===== config.mk =====
export PLATFORM = sky130hd
export DESIGN_NAME = dsi_ppi_lane_distributor
export DESIGN_NICKNAME = d
export VERILOG_FILES = /design/src/rtl/dsi_ppi_pkg.sv /design/src/rtl/dsi_byte_ring8.sv /design/src/rtl/dsi_ppi_lane_distributor.sv
export SDC_FILE = /design/constraint.sdc
export NUM_CORES = 1
export LEC_CHECK = 0
export CORE_UTILIZATION = 40
export DETAILED_ROUTE_END_ITERATION = 16
export PLACE_DENSITY = 0.59
export SYNTH_ARGS = -nofsm -noshare
export SYNTH_HDL_FRONTEND = slang
export SYNTH_HIERARCHICAL = 1
export SYNTH_SLANG_ARGS = --single-unit

===== constraint.sdc =====
create_clock -name ppi_clk -period 5.5 [get_ports ppi_clk]
set_input_delay 1.1 -clock ppi_clk [delete_from_list [all_inputs] [get_ports ppi_clk]]
set_output_delay 1.1 -clock ppi_clk [all_outputs]
set_load 0.005 [all_outputs]

===== src/rtl/dsi_ppi_pkg.sv =====
// rtl/dsi_ppi_pkg.sv - shared constants and types for the DSI PPI lane distributor
package dsi_ppi_pkg;

  localparam int MAX_LANES = 4;
  localparam int BUF_BYTES = 8;

  typedef logic [1:0] lane_cnt_t;

  typedef enum logic [1:0] {
    IDLE   = 2'd0,
    ACTIVE = 2'd1,
    GAP    = 2'd2
  } dist_state_t;

  // Byte 0 occupies bits [7:0] and is always the oldest / first-transmitted byte.
  typedef logic [MAX_LANES-1:0][7:0] lane_bytes_t;

  // A beat never carries more than four bytes; larger counts are treated as four.
  function automatic logic [2:0] clamp_bytes(input logic [2:0] b);
    return (b > 3'd4) ? 3'd4 : b;
  endfunction

endpackage


===== src/rtl/dsi_byte_ring8.sv =====
// rtl/dsi_byte_ring8.sv - 8-byte ring buffer with 0-4 byte push and pop per cycle
module dsi_byte_ring8
  import dsi_ppi_pkg::*;
(
  input  logic        clk_i,
  input  logic        rst_ni,
  input  logic [2:0]  push_cnt_i,
  input  lane_bytes_t push_data_i,
  input  logic [2:0]  pop_cnt_i,
  output logic [3:0]  occ_o,
  output lane_bytes_t peek_o
);

  logic [7:0] mem_q [BUF_BYTES];
  logic [2:0] rd_ptr_q, rd_ptr_d;
  logic [3:0] occ_q, occ_d;
  logic [2:0] wr_ptr;

  // Writes land just past the live bytes; the pop of the same cycle only frees older slots.
  assign wr_ptr = rd_ptr_q + occ_q[2:0];
  assign occ_o  = occ_q;

  // Next read pointer and occupancy; the caller guarantees no overflow or over-pop.
  always_comb begin
    rd_ptr_d = rd_ptr_q + pop_cnt_i;
    occ_d    = occ_q + {1'b0, push_cnt_i} - {1'b0, pop_cnt_i};
  end

  // Pointer and occupancy registers.
  always_ff @(posedge clk_i) begin
    if (!rst_ni) begin
      rd_ptr_q <= 3'd0;
      occ_q    <= 4'd0;
    end else begin
      rd_ptr_q <= rd_ptr_d;
      occ_q    <= occ_d;
    end
  end

  // Byte storage needs no reset: occupancy alone marks which slots are live.
  always_ff @(posedge clk_i) begin
    for (int i = 0; i < MAX_LANES; i++) begin
      if (3'(i) < push_cnt_i) begin
        mem_q[wr_ptr + 3'(i)] <= push_data_i[i];
      end
    end
  end

  // Oldest-first view of the next four bytes.
  always_comb begin
    for (int j = 0; j < MAX_LANES; j++) begin
      peek_o[j] = mem_q[rd_ptr_q + 3'(j)];
    end
  end

endmodule


===== src/rtl/dsi_ppi_lane_distributor.sv =====
// rtl/dsi_ppi_lane_distributor.sv - stripes a packet byte stream round-robin over 1-4 PPI HS lanes
module dsi_ppi_lane_distributor
  import dsi_ppi_pkg::*;
#(
  parameter int GAP_CYCLES = 4,
  parameter int BUF_BYTES  = 8
) (
  input  logic        ppi_clk,
  input  logic        ppi_rst_n,
  input  lane_cnt_t   cfg_lane_cnt,
  input  logic [31:0] s_data,
  input  logic [2:0]  s_bytes,
  input  logic        s_valid,
  input  logic        s_last,
  output logic        s_ready,
  output logic [7:0]  PPI_DATA_LANE0,
  output logic [7:0]  PPI_DATA_LANE1,
  output logic [7:0]  PPI_DATA_LANE2,
  output logic [7:0]  PPI_DATA_LANE3,
  output logic        PPI_LANE0_EN,
  output logic        PPI_LANE1_EN,
  output logic        PPI_LANE2_EN,
  output logic        PPI_LANE3_EN,
  output logic        busy,
  output logic        err_underflow,
  input  logic        err_clr
);

  // A full 4-byte beat must always fit, so accept only while at most half full.
  localparam logic [3:0] READY_MAX = 4'(BUF_BYTES - MAX_LANES);
  localparam logic [7:0] GAP_LAST  = 8'(GAP_CYCLES - 1);

  dist_state_t state_q, state_d;
  logic [2:0]  lanes_q, lanes_d;
  logic        last_pend_q, last_pend_d;
  logic [7:0]  gap_cnt_q, gap_cnt_d;
  logic        err_q, err_d;
  logic [3:0]  emit_en_q, emit_en_d, out_en_q;
  lane_bytes_t emit_data_q, emit_data_d, out_data_q;

  logic [3:0]  occ;
  lane_bytes_t peek;
  logic [2:0]  push_cnt, pop_cnt;
  logic        accept;
  logic [2:0]  cfg_lanes, eff_lanes;
  logic        do_emit;

  assign s_ready   = ppi_rst_n && (occ <= READY_MAX) && !last_pend_q;
  assign accept    = s_valid && s_ready;
  assign push_cnt  = accept ? clamp_bytes(s_bytes) : 3'd0;
  assign cfg_lanes = {1'b0, cfg_lane_cnt} + 3'd1;
  // The first emission of a burst already uses the newly sampled lane count.
  assign eff_lanes = (state_q == IDLE) ? cfg_lanes : lanes_q;

  dsi_byte_ring8 u_ring (
    .clk_i       (ppi_clk),
    .rst_ni      (ppi_rst_n),
    .push_cnt_i  (push_cnt),
    .push_data_i (s_data),
    .pop_cnt_i   (pop_cnt),
    .occ_o       (occ),
    .peek_o      (peek)
  );

  // Burst sequencing: start, per-cycle pop size, end of packet, underflow and gap timing.
  always_comb begin
    state_d     = state_q;
    lanes_d     = lanes_q;
    last_pend_d = last_pend_q;
    gap_cnt_d   = gap_cnt_q;
    err_d       = err_q && !err_clr;
    pop_cnt     = 3'd0;
    do_emit     = 1'b0;

    case (state_q)
      IDLE: begin
        if ((occ >= {1'b0, cfg_lanes}) || (last_pend_q && (occ != 4'd0))) begin
          lanes_d = cfg_lanes;
          do_emit = 1'b1;
        end else if (last_pend_q) begin
          // Empty packet: nothing to send, just retire its end marker.
          last_pend_d = 1'b0;
        end
      end
      ACTIVE: begin
        do_emit = 1'b1;
      end
      GAP: begin
        if (gap_cnt_q == GAP_LAST) begin
          state_d = IDLE;
        end else begin
          gap_cnt_d = gap_cnt_q + 8'd1;
        end
      end
      default: begin
        state_d = IDLE;
      end
    endcase

    if (do_emit) begin
      state_d = ACTIVE;
      if (occ > {1'b0, eff_lanes}) begin
        pop_cnt = eff_lanes;
      end else if (last_pend_q) begin
        pop_cnt     = occ[2:0];
        last_pend_d = 1'b0;
        state_d     = GAP;
        gap_cnt_d   = 8'd0;
      end else if (occ == {1'b0, eff_lanes}) begin
        pop_cnt = eff_lanes;
      end else begin
        // Starved mid-packet: close this burst; leftovers open a new one after the gap.
        err_d     = 1'b1;
        state_d   = GAP;
        gap_cnt_d = 8'd0;
      end
    end

    if (accept && s_last) begin
      last_pend_d = 1'b1;
    end
  end

  // Lane byte/enable decode for the bytes popped this cycle; idle lanes drive zero.
  always_comb begin
    emit_en_d   = 4'd0;
    emit_data_d = '0;
    for (int j = 0; j < MAX_LANES; j++) begin
      emit_en_d[j]   = (3'(j) < pop_cnt);
      emit_data_d[j] = emit_en_d[j] ? peek[j] : 8'h00;
    end
  end

  // Control state and the two-stage registered lane outputs.
  always_ff @(posedge ppi_clk) begin
    if (!ppi_rst_n) begin
      state_q     <= IDLE;
      lanes_q     <= 3'd1;
      last_pend_q <= 1'b0;
      gap_cnt_q   <= 8'd0;
      err_q       <= 1'b0;
      emit_en_q   <= 4'd0;
      emit_data_q <= '0;
      out_en_q    <= 4'd0;
      out_data_q  <= '0;
    end else begin
      state_q     <= state_d;
      lanes_q     <= lanes_d;
      last_pend_q <= last_pend_d;
      gap_cnt_q   <= gap_cnt_d;
      err_q       <= err_d;
      emit_en_q   <= emit_en_d;
      emit_data_q <= emit_data_d;
      out_en_q    <= emit_en_q;
      out_data_q  <= emit_data_q;
    end
  end

  assign PPI_DATA_LANE0 = out_data_q[0];
  assign PPI_DATA_LANE1 = out_data_q[1];
  assign PPI_DATA_LANE2 = out_data_q[2];
  assign PPI_DATA_LANE3 = out_data_q[3];
  assign PPI_LANE0_EN   = out_en_q[0];
  assign PPI_LANE1_EN   = out_en_q[1];
  assign PPI_LANE2_EN   = out_en_q[2];
  assign PPI_LANE3_EN   = out_en_q[3];
  assign busy           = (state_q != IDLE) || (occ != 4'd0);
  assign err_underflow  = err_q;

endmodule

-- Word-level counts from Yosys, hierarchy flattened
Memory sizes are Yosys's and may differ from the RTL's. A register that Yosys moved wholly into a read port is not among the register bits.
Cells that the tools add are included.
- add/sub/neg operators: 12
- $lt $le $gt $ge: 12
- equal/unequal tests: 6
- multiplexer cells: 39
- reduce and logical (&&, ||, !) cells: 24
- operators with widths (kind ; number):
    8-bit 2-to-1 mux ; 6
    3-bit 2-to-1 mux ; 7
    1-bit 2-to-1 mux ; 19
    3-bit by 2-bit adder with 3-bit output (second input constant) ; 4
    1-bit by 3-bit less-than comparator with 1-bit output (first input constant) ; 4
    2-bit by 3-bit less-than comparator with 1-bit output (first input constant) ; 4
    2-bit AND reduction ; 6
    2-bit 2-to-1 mux ; 5
    8-bit by 1-bit adder with 8-bit output (second input constant) ; 1
    8-bit by 2-bit == test with 1-bit output (second input constant) ; 1
    3-bit by 1-bit adder with 3-bit output (second input constant) ; 2
    3-bit adder ; 2
    1-bit logical AND ; 6
    1-bit logical NOT ; 6
    4-bit by 3-bit adder with 4-bit output ; 1
    4-bit by 3-bit == test with 1-bit output ; 1
    4-bit by 3-bit greater-or-equal comparator with 1-bit output ; 1
    4-bit by 3-bit > comparator with 1-bit output ; 1
    4-bit by 3-bit <= comparator with 1-bit output (second input constant) ; 1
    2-bit one-hot mux with 2 select lines ; 1
    4-bit nonzero test ; 1
    4-bit by 3-bit subtractor with 4-bit output ; 1
    2-bit by 1-bit adder with 3-bit output (second input constant) ; 1
    3-bit > comparator (second input constant) ; 1
    9 further kinds ; 10
- register bits after elaboration: 62
- RAM bits: 64
- input port bits: 42
- output and inout bits: 39
- memories kept: 1
- memories (name ; depth ; bits a word ; read ports ; clocked after memory_dff ; wr ports ; RTL line ; source):
    u_ring.mem_q ; 8 ; 8 ; 4 ; 4 ; 4 ; dsi_byte_ring8.sv:14 ; logic [7:0] mem_q [BUF_BYTES];

-- Logic depth before layout (Yosys ltp)
Gate-level depths: netlist of the first run.
- depth in word-level cells: 10
- gate-level depth with buffers: 16

-- Modules after synthesis
Netlist of the first run, hierarchy kept.
- by module, submodules not included (module ; times used ; cells each ; area each (sq um) ; seq. area each (sq um)):
    dsi_byte_ring8 ; 1 ; 671 ; 6565.0 ; 2062.0
    dsi_ppi_lane_distributor ; 1 ; 273 ; 2962.8 ; 1741.7

-- Worst setup path after synthesis of the first run
No wires, ideal clock.
- path kind: input to register
- start point: input port cfg_lane_cnt[0]
- end point: register u_ring.occ_q[3], in the netlist u_ring/occ_o[3]
- data arrival time: 4142 ps
- required time: 5385 ps
- path slack: 1243 ps
- cell stages on the path: 15
- path buffers: 1
- cells stage by stage: ha_1 -> mux2i_1 -> ha_1 -> and4b_1 -> and3b_1 -> buf_6 -> o32a_4 -> nor2_1 -> fa_1 -> inv_1 -> ha_1 -> a21o_1 -> a21oi_1 -> xnor2_1 -> and2_1
- cells in the longest elaborated chain, start to end: 8
- elaborated cells on any way between the ends: 13
- those cells by class: 2 x add/sub; 2 x order compare; 1 x eq/ne; 7 x mux; 1 x reduce/logical
- RTL lines (item ; RTL line ; source):
    start: declaration ; dsi_ppi_lane_distributor.sv:10 ; input lane_cnt_t cfg_lane_cnt,
    2-bit by 1-bit adder with 3-bit output * ; dsi_ppi_lane_distributor.sv:51 ; assign cfg_lanes = {1'b0, cfg_lane_cnt} + 3'd1;
    parallel branches: the longest is 5 deep, another holds 4-bit by 3-bit greater-or-equal comparator with 1-bit output ; -- ;
    3-bit 2-to-1 mux * ; dsi_ppi_lane_distributor.sv:100 ; if (do_emit) begin
    named net pop_cnt[1] ; dsi_ppi_lane_distributor.sv:43 ; logic [2:0] push_cnt, pop_cnt;
    4-bit by 3-bit subtractor with 4-bit output * ; dsi_byte_ring8.sv:26 ; occ_d = occ_q + {1'b0, push_cnt_i} - {1'b0, pop_cnt_i};
    end signal: assignment ; dsi_byte_ring8.sv:33 ; occ_q <= 4'd0;
    end signal: assignment ; dsi_byte_ring8.sv:36 ; occ_q <= occ_d;
    end: declaration ; dsi_byte_ring8.sv:16 ; logic [3:0] occ_q, occ_d;
Mark *: on every way through the listed nets, which the timed path passes.
A chain may end at the register's enable or synchronous reset.

-- Final worst setup path of the first run
- start point: input port cfg_lane_cnt[0]
- end point: register u_ring.occ_q[3], in the netlist u_ring/occ_o[3]
- cells in the longest elaborated chain, start to end: 8
- elaborated cells on any way between the ends: 13
- those cells by class: 2 x add/sub; 2 x order compare; 1 x eq/ne; 7 x mux; 1 x reduce/logical
- RTL lines (item ; RTL line ; source):
    2-bit by 1-bit adder with 3-bit output * ; dsi_ppi_lane_distributor.sv:51 ;
    named net cfg_lanes[1] ; dsi_ppi_lane_distributor.sv:45 ; logic [2:0] cfg_lanes, eff_lanes;
    parallel branches: the longest is 5 deep, another holds 4-bit by 3-bit greater-or-equal comparator with 1-bit output ; -- ;
    3-bit 2-to-1 mux * ; dsi_ppi_lane_distributor.sv:100 ;
    named net pop_cnt[1] ; dsi_ppi_lane_distributor.sv:43 ;
    4-bit by 3-bit subtractor with 4-bit output * ; dsi_byte_ring8.sv:26 ;
Marks and branches as above.

==> results of run 1 <==
state kept, by name (all words and copies together) (netlist names), 3 cells and up:
register	cells
gap_cnt_q	8
u_ring/occ_o	4
lanes_q	3
PPI_DATA_LANE3	8
emit_en_q	4
emit_data_q	32
PPI_DATA_LANE2	8
u_ring/mem_q	64
u_ring/rd_ptr_q	3
PPI_DATA_LANE0	8
out_en_q	4
PPI_DATA_LANE1	8
Yosys cell counts, types with 11 or more instances:
library cell and count:
a311oi_1 33, buf_2 23, nor2_1 103, edfxtp_1 64, o31ai_1 62, mux4_2 32, a211oi_1 11, o221a_2 16
dfxtp_1 94, a21oi_1 40, and2_1 66, ha_1 17, nand2_1 119, clkbuf_1 30, inv_1 28, mux2_2 64
power breakdown:
group / switching (mW) / internal, mW
Sequential: 0.124 / 1.52
Combinational: 1.66 / 1.21
Clock: 0.450 / 0.574
Total: 2.24 / 3.30
worst max path at each step:
stage | start | end
after detailed placement | cfg_lane_cnt[0] | u_ring/occ_o[3]
after global placement | cfg_lane_cnt[0] | u_ring/occ_o[3]
after CTS | cfg_lane_cnt[0] | u_ring/occ_o[3]
after global routing | cfg_lane_cnt[0] | u_ring/occ_o[3]
final | cfg_lane_cnt[0] | u_ring/occ_o[3]
after floorplan | cfg_lane_cnt[0] | u_ring/occ_o[3]
per-stage QoR:
step	cells	total power, mW	area, um^2	hold slack (ns)
2_1_floorplan	944	3.82	9530	0.412
3_3_place_gp	1293	4.49	10600	0.421
3_5_place_dp	1293	4.51	10600	0.418
4_1_cts	1325	5.54	11100	0.430
5_1_grt	1325	5.88	11100	0.447
6_report	1325	5.54	11100	0.429
per-layer routing:
layer  up-vias  track usage, %
met4         0            7.24
met1      3482            31.2
met3        41            4.29
met2       365            32.9
met5         -               0
li1       3578               -
worst reg2reg max path, delay by kind of cell (launching register included):
kind	cells	cell delay, ns
buffers and inverters	2	0.29
AO/OA/AOI/OAI	3	1.15
adder cells (fa/ha/maj)	2	1.59
AND/OR/NAND/NOR	1	0.32
flip-flops	1	0.51
cell type report:
cell class	instances	area share, %
Clock buffer	21	3.98
Clock inverter	11	0.620
Inverter	31	1.05
Multi-Input combinational cell	687	48.0
Sequential cell	158	34.3
Tap cell	319	3.60
Timing Repair Buffer	98	8.44
kinds of logic after synthesis:
group	share of synthesized area, %
flops	39.9
simple gates	17.3
compound gates	16.3
xor+xnor	2.38
mux	16.2
buf+inv	4.62
fa+ha+maj	3.28
==> metrics list, run 1 <==
- In this run the core area contains 56 standard-cell rows.
- Most common cell after layout, fill and taps aside: nand2_1
* Pin count of the biggest net entering global routing: 68
* Type of destination of the critical path: flop
- At the placement stage, the worst setup path has a slack of 0.551 ns.
* Highest clock frequency the design can meet: 221 MHz
- Detailed-route via count: 7,466
- Count of input and output buffers: 80
- Antenna violations before repair: 0
- Data on the critical path arrives at its endpoint at 4.83 ns.
- In the layout the commonest cells are 119 x nand2_1, 103 x nor2_1, 93 x dfxtp_1, 80 x clkdlybuf4s50_1, 66 x and2_1.
* Antenna viol nets, final: 0
- Post-synthesis sequential area ratio: 39.9%
* Slowest cell on the critical path: fa_1
- DIE WIDTH: 156 um
- The worst register-to-register path has a setup slack of 1.36 ns.
- Counting buffers and inverters, the worst setup path is 15 cells deep.
- Along the worst path, the maximum fanout reaches 5.
- The via count of the first global-routing pass came to 6,772.
* Clock Sink Count: 158
- In the routed design, unresolved DRC markers number 0.
- Detailed-placement wirelength estimate: 19,700 um
- Number of CTS-inserted buffers: 17
- TNS Setup: 0 ns
* Number of gates resized after CTS: 0
- Detailed routing placed a total of 11,300 um of wire on met2.
- The worst-case IR drop observed on VDD is 0.000810 V.
* Max capacitance violation total: 0
- The region available for standard cell placement spans 23,400 um^2.
- During synthesis, Yosys emitted a total of 6 warnings.
* Worst hold path startpoint: emit_data_q[12]
- # diodes: 0
* Post-synth net total: 1,008
- Global route total overflow: 0
- The final critical path takes up 82.1% of the cycle.
* Synthesized cell area: 9530 um^2
- Clock skew after layout: 0.00862 ns
- Max H-tree Level: 4
- Post-CTS clock slew at the launch and capture registers of the worst setup and hold paths: 0.06 ns
* Area growth from synthesis to final layout: 16.4%
- Setup repair after global routing left no endpoint under its margin.
- Footprint of the flip-flops and latches: 3800 um^2
* Overall routed net length: 25,900 um
- The run finished with clean final reports.
* Worst slew margin relative to its limit: 23.2%
- In the final routed layout, each cell accounts on average for 19.5 um.
- The number of hold-slack violations in the final timing report is 0.
* Depth of the worst register-to-register path: 8
* Cells after Synth: 944
* Cell depth of the worst hold path: 1
- Crit path launch type: input pin
- The max-slew violation count was 0.
- Sequence of cells on the critical path: clkdlybuf4s50_1 > ha_1 > mux2i_1 > ha_1 > and4b_1 > and2_2 > o32a_4 > nor2_1 > fa_1 > inv_1 > ha_1 > a21o_1 > a21oi_1 > xnor2_1 > and2_1
- In this design, the stage delay of the slowest critical-path cell is 0.45 ns.
- The critical path is of the in -> reg type.
- In this run the deepest clock path goes through 2 buffers.
* Fillers: 2,211
- After synthesis, the cell types taking the most area are edfxtp_1 20%, dfxtp_1 20%, mux2_2 7.6%.
* Worst-Margin Slew: 1.15 ns
- Initial DRC count: 840
* Area leader, netlist: edfxtp_1
- Area occupied by multi-input gates: 5320 um^2
- Aggregate global-route resource usage: 21.8%
- Worst Hold Endpoint: PPI_DATA_LANE1[4]
- The die covers 24,400 um^2.
* Number of synthesized register bits: 158
* Proportion of layout cells with a drive suffix above 1: 19.3%
- Among the stages of the critical path, the cell type that occurs most often is ha_1.
- The final layout contains 1,057 nets.
- Together, buffers and inverters on the worst path number 2.
- Avg Inst Size Synth: 10.1 um^2
* Number of distinct library cell variants in the gate-level netlist after synthesis: 71
- Of all flip-flops after synthesis, the portion carrying an async set or reset was 0%.
* Hold/Removal Path Class: reg -> reg
- Clock latency on the worst-skew pair, taken at its later pin, is 0.42 ns.
- The worst register-to-register path ends at u_ring/mem_q[2][0].
* Least setup slack across all paths after layout: 0.983 ns
- Wire length of the first global-routing pass: 40,200 um
- Measured along the y axis, the die boundary spans 156 um.
- Beginning of the worst register-to-register path: u_ring/occ_o[1]
- At the end of routability-driven placement, the weighted congestion stood at 0.957.
- Clock tree from TritonCTS: yes
* Number of buffers inserted for hold repair after clock tree synthesis: 0
- The kind of cell with the highest combined delay along the critical path is adder cells.
* Minimum clock period after layout: 4.52 ns
- Starting utilization of the core area: 40.7%
- Once layout is complete, the utilization of the core stands at 47.4%.
- The most used flip-flop cell after synthesis is dfxtp_1.
- Signal routing reaches up to met4.
- Detailed-router iteration count before antenna repair: 5
- Post-synth top area share: 20.2%
* Number of flops mapped to enable cells by yosys: 64
- Dividing total power by cell area gives a power density of 499 nW/um^2.
- Number of post-CTS setup repair buffers: 0
- Required time of the worst setup path: 5.82 ns
- Dividing the detail-routed via count by the number of cells gives 5.63.
- The tree is rooted in a clkbuf_16.
* Static leakage: 3.85 nW
* Number of top-level pins: 81
- Met3 wire length: 2040 um
- Setup violators final: 0
- Detailed-route wire length on metal 1: 12,100 um
Power figures use the tool's default switching activity.
==> run 2, diff against run 1 <==
--- a/config.mk
+++ b/config.mk
@@ -7,7 +7,7 @@
 export LEC_CHECK = 0
 export CORE_UTILIZATION = 40
 export DETAILED_ROUTE_END_ITERATION = 16
-export PLACE_DENSITY = 0.59
+export PLACE_DENSITY = 0.61
 export SYNTH_ARGS = -nofsm -noshare
 export SYNTH_HDL_FRONTEND = slang
 export SYNTH_HIERARCHICAL = 1
==> constraint.sdc (replaced) <==
create_clock -name ppi_clk -period 4 [get_ports ppi_clk]
set_input_delay 0.8 -clock ppi_clk [delete_from_list [all_inputs] [get_ports ppi_clk]]
set_output_delay 0.8 -clock ppi_clk [all_outputs]
set_load 0.005 [all_outputs]
==> run 2 against run 1 <==
The flow now finishes with violations (design-rule violations). Final cell count rose by 3.3%. Die area did not move. Worst hold slack improved by 0.0021 ns. Worst setup slack got worse by 0.86 ns. Total power rose by 46%. Design area rose by 3.9%. Critical endpoint unchanged.
==> metrics list, run 2 (same netlist as run 1, synthesis figures left out) <==
- Outcome: finished with violations
* Violations in the final reports: design-rule violations
- The library cell used most frequently in the layout, excluding fill and tap cells, is nand2_1.
- Summed over all failing endpoints, the final setup total negative slack is 0 ns.
- The initial utilization of the core area, before any placement, comes to 40.7%.
* Static leakage: 4.08 nW
- Minimum clock period after layout: 3.88 ns
* Worst-Margin Slew: 0.795 ns
- Final-report hold violation count: 0
- The die is 156 um tall.
- The tree built by TritonCTS fans out to 158 sinks.
- The worst pin sits at a relative slew slack of 47.0%.
- The largest registers in the layout are u_ring/mem_q x64, emit_data_q x32.
- Clock latency on the worst-skew pair, taken at its later pin, is 0.42 ns.
- Wire length of the first global-routing pass: 39,500 um
- The die is 156 um wide.
- # diodes: 0
- Counting along the longest clock path gives a buffer depth of 2.
- Setup violations remaining at the end of the flow were counted as 0.
* Peak supply drop: 0.000660 V
- The H-tree generated during clock tree synthesis spans 4 levels.
- Highest fanout seen on the critical path: 3
- For this block, the via count after detailed routing is 7,561.
- Data on the critical path is required at its endpoint by 4.31 ns.
- Root Buffer: clkbuf_16
- Antenna violations before repair: 0
- Dividing total power by cell area gives a power density of 699 nW/um^2.
- The clock arrives with 0.0120 ns of skew.
- Global route total overflow: 0
* Least setup slack across all paths after layout: 0.119 ns
* Proportion of layout cells with a drive suffix above 1: 23.4%
- Number of buffers inserted for hold repair after clock tree synthesis: 0
- Area of the placeable core: 23,400 um^2
- After detailed routing, the average wire length per cell comes to 18.6 um.
- Final Util: 49.3%
- Aggregate global-route resource usage: 21.3%
- Placement Setup Slack: -0.467 ns
- Max capacitance violation total: 0
- Worst hold slack: 0.431 ns
- Final Non-Filler Cells: 1,369
- At the end of routability-driven placement, the weighted congestion stood at 0.946.
- Initial DRC count: 799
* Nets: 1,102
- Post-CTS clock slew at the launch and capture registers of the worst setup and hold paths: 0.06 ns
* Hold/Removal Path Class: reg -> reg
- For this run, the top clock speed supported by timing is 258 MHz.
* Pin count of the biggest net entering global routing: 68
- During I/O placement, the number of pins put on the boundary was 81.
- Leading cell types in the layout, fill and taps excluded: 119 x nand2_1, 101 x nor2_1, 93 x dfxtp_1, 80 x clkdlybuf4s50_1, 66 x and2_1
- The max-slew violation count was 0.
* Register bank with the most flops: u_ring/mem_q
- After detailed routing, the total wire length is 25,500 um.
- TritonCTS built the clock tree.
* Post-route fraction of the period consumed by the critical path: 97.0%
* Number of vias per cell after detailed routing: 5.52
* Number of global-route vias before repair: 6,890
* Count of input and output buffers: 80
* Detailed-placement wirelength estimate: 19,800 um
- Area growth from synthesis to final layout: 21.0%
* Arr. time, crit path: 4.19 ns
* DRC violations left: 1
- After detailed placement, the design holds a cell count of 1,336.
- Die area: 24,400 um^2
- Number of CTS-inserted buffers: 17
* Flip-flop count of the largest register, all copies and words added: 64
* Class of the most critical setup path: in -> reg
- Crit path launch type: input pin
- Detailed-router iteration count before antenna repair: 12
* Antenna viol nets, final: 0
- The floorplan has 56 rows.
- Type of destination of the critical path: flop
run 2: changes by cell type in the layout (fill, tap and decap cells not counted), sizes merged:
cell	delta
clkinv	-4
clkinvlp	+3
inv	+1
buf	+45
bufinv	+1
clkbuf	-2
run 2: worst paths after layout:
kind,end,slack (ns),from,cells after the start
min reg2reg,PPI_DATA_LANE3[3],0.43,emit_data_q[27],1
max reg2reg,u_ring/occ_o[3],0.29,state_q[1],15
max,u_ring/occ_o[3],0.12,cfg_lane_cnt[0],15
min,PPI_DATA_LANE3[3],0.43,emit_data_q[27],1
run 2: routing by layer:
layer  global-route usage, %  wire, um  share of wire, %
met1                    30.4     12100                47
met2                    33.9     11500                45
met5                       0         0                 0
met3                    3.10      1690               6.6
met4                    4.90       251              0.98
run 2: timing repair:
item | in CTS | in global routing
pin swaps | 0 | 5
setup buffers | 0 | 2
resized for setup | 1 | 8
setup endpoints to repair | 1 | 2
run 2: area by class of cell:
class                           count  area [um^2]
Fill cell                        2225        11900
Multi-Input combinational cell    687         5350
Sequential cell                   158         3800
Timing Repair Buffer              143         1310
Clock buffer                       19          433
Tap cell                          319          399
Inverter                           31          116
Clock inverter                     12          114
run 2: through the flow:
step / instance area [um^2] / total power [mW]
finish: 11500 / 8.06
global route: 11500 / 8.52
CTS: 11500 / 8.01
detailed placement: 10900 / 6.50
global placement: 10900 / 6.45
floorplan: 9530 / 5.25
run 2: worst max-delay path: stages:
cell	delay (ns)
clkdlybuf4s50_1	0.43
ha_2	0.34
mux2i_2	0.07
ha_1	0.33
and4b_1	0.22
and3b_2	0.25
o32a_4	0.37
nor2_4	0.13
fa_1	0.42
inv_2	0.07
ha_1	0.23
a21o_1	0.17
a21oi_2	0.14
xnor2_1	0.08
and2_1	0.14
run 2: power breakdown:
part | total, mW | switching (mW) | internal [mW]
registers | 2.25 | 0.165 | 2.09
logic | 4.32 | 2.37 | 1.95
clock network | 1.48 | 0.625 | 0.856
total | 8.06 | 3.16 | 4.90
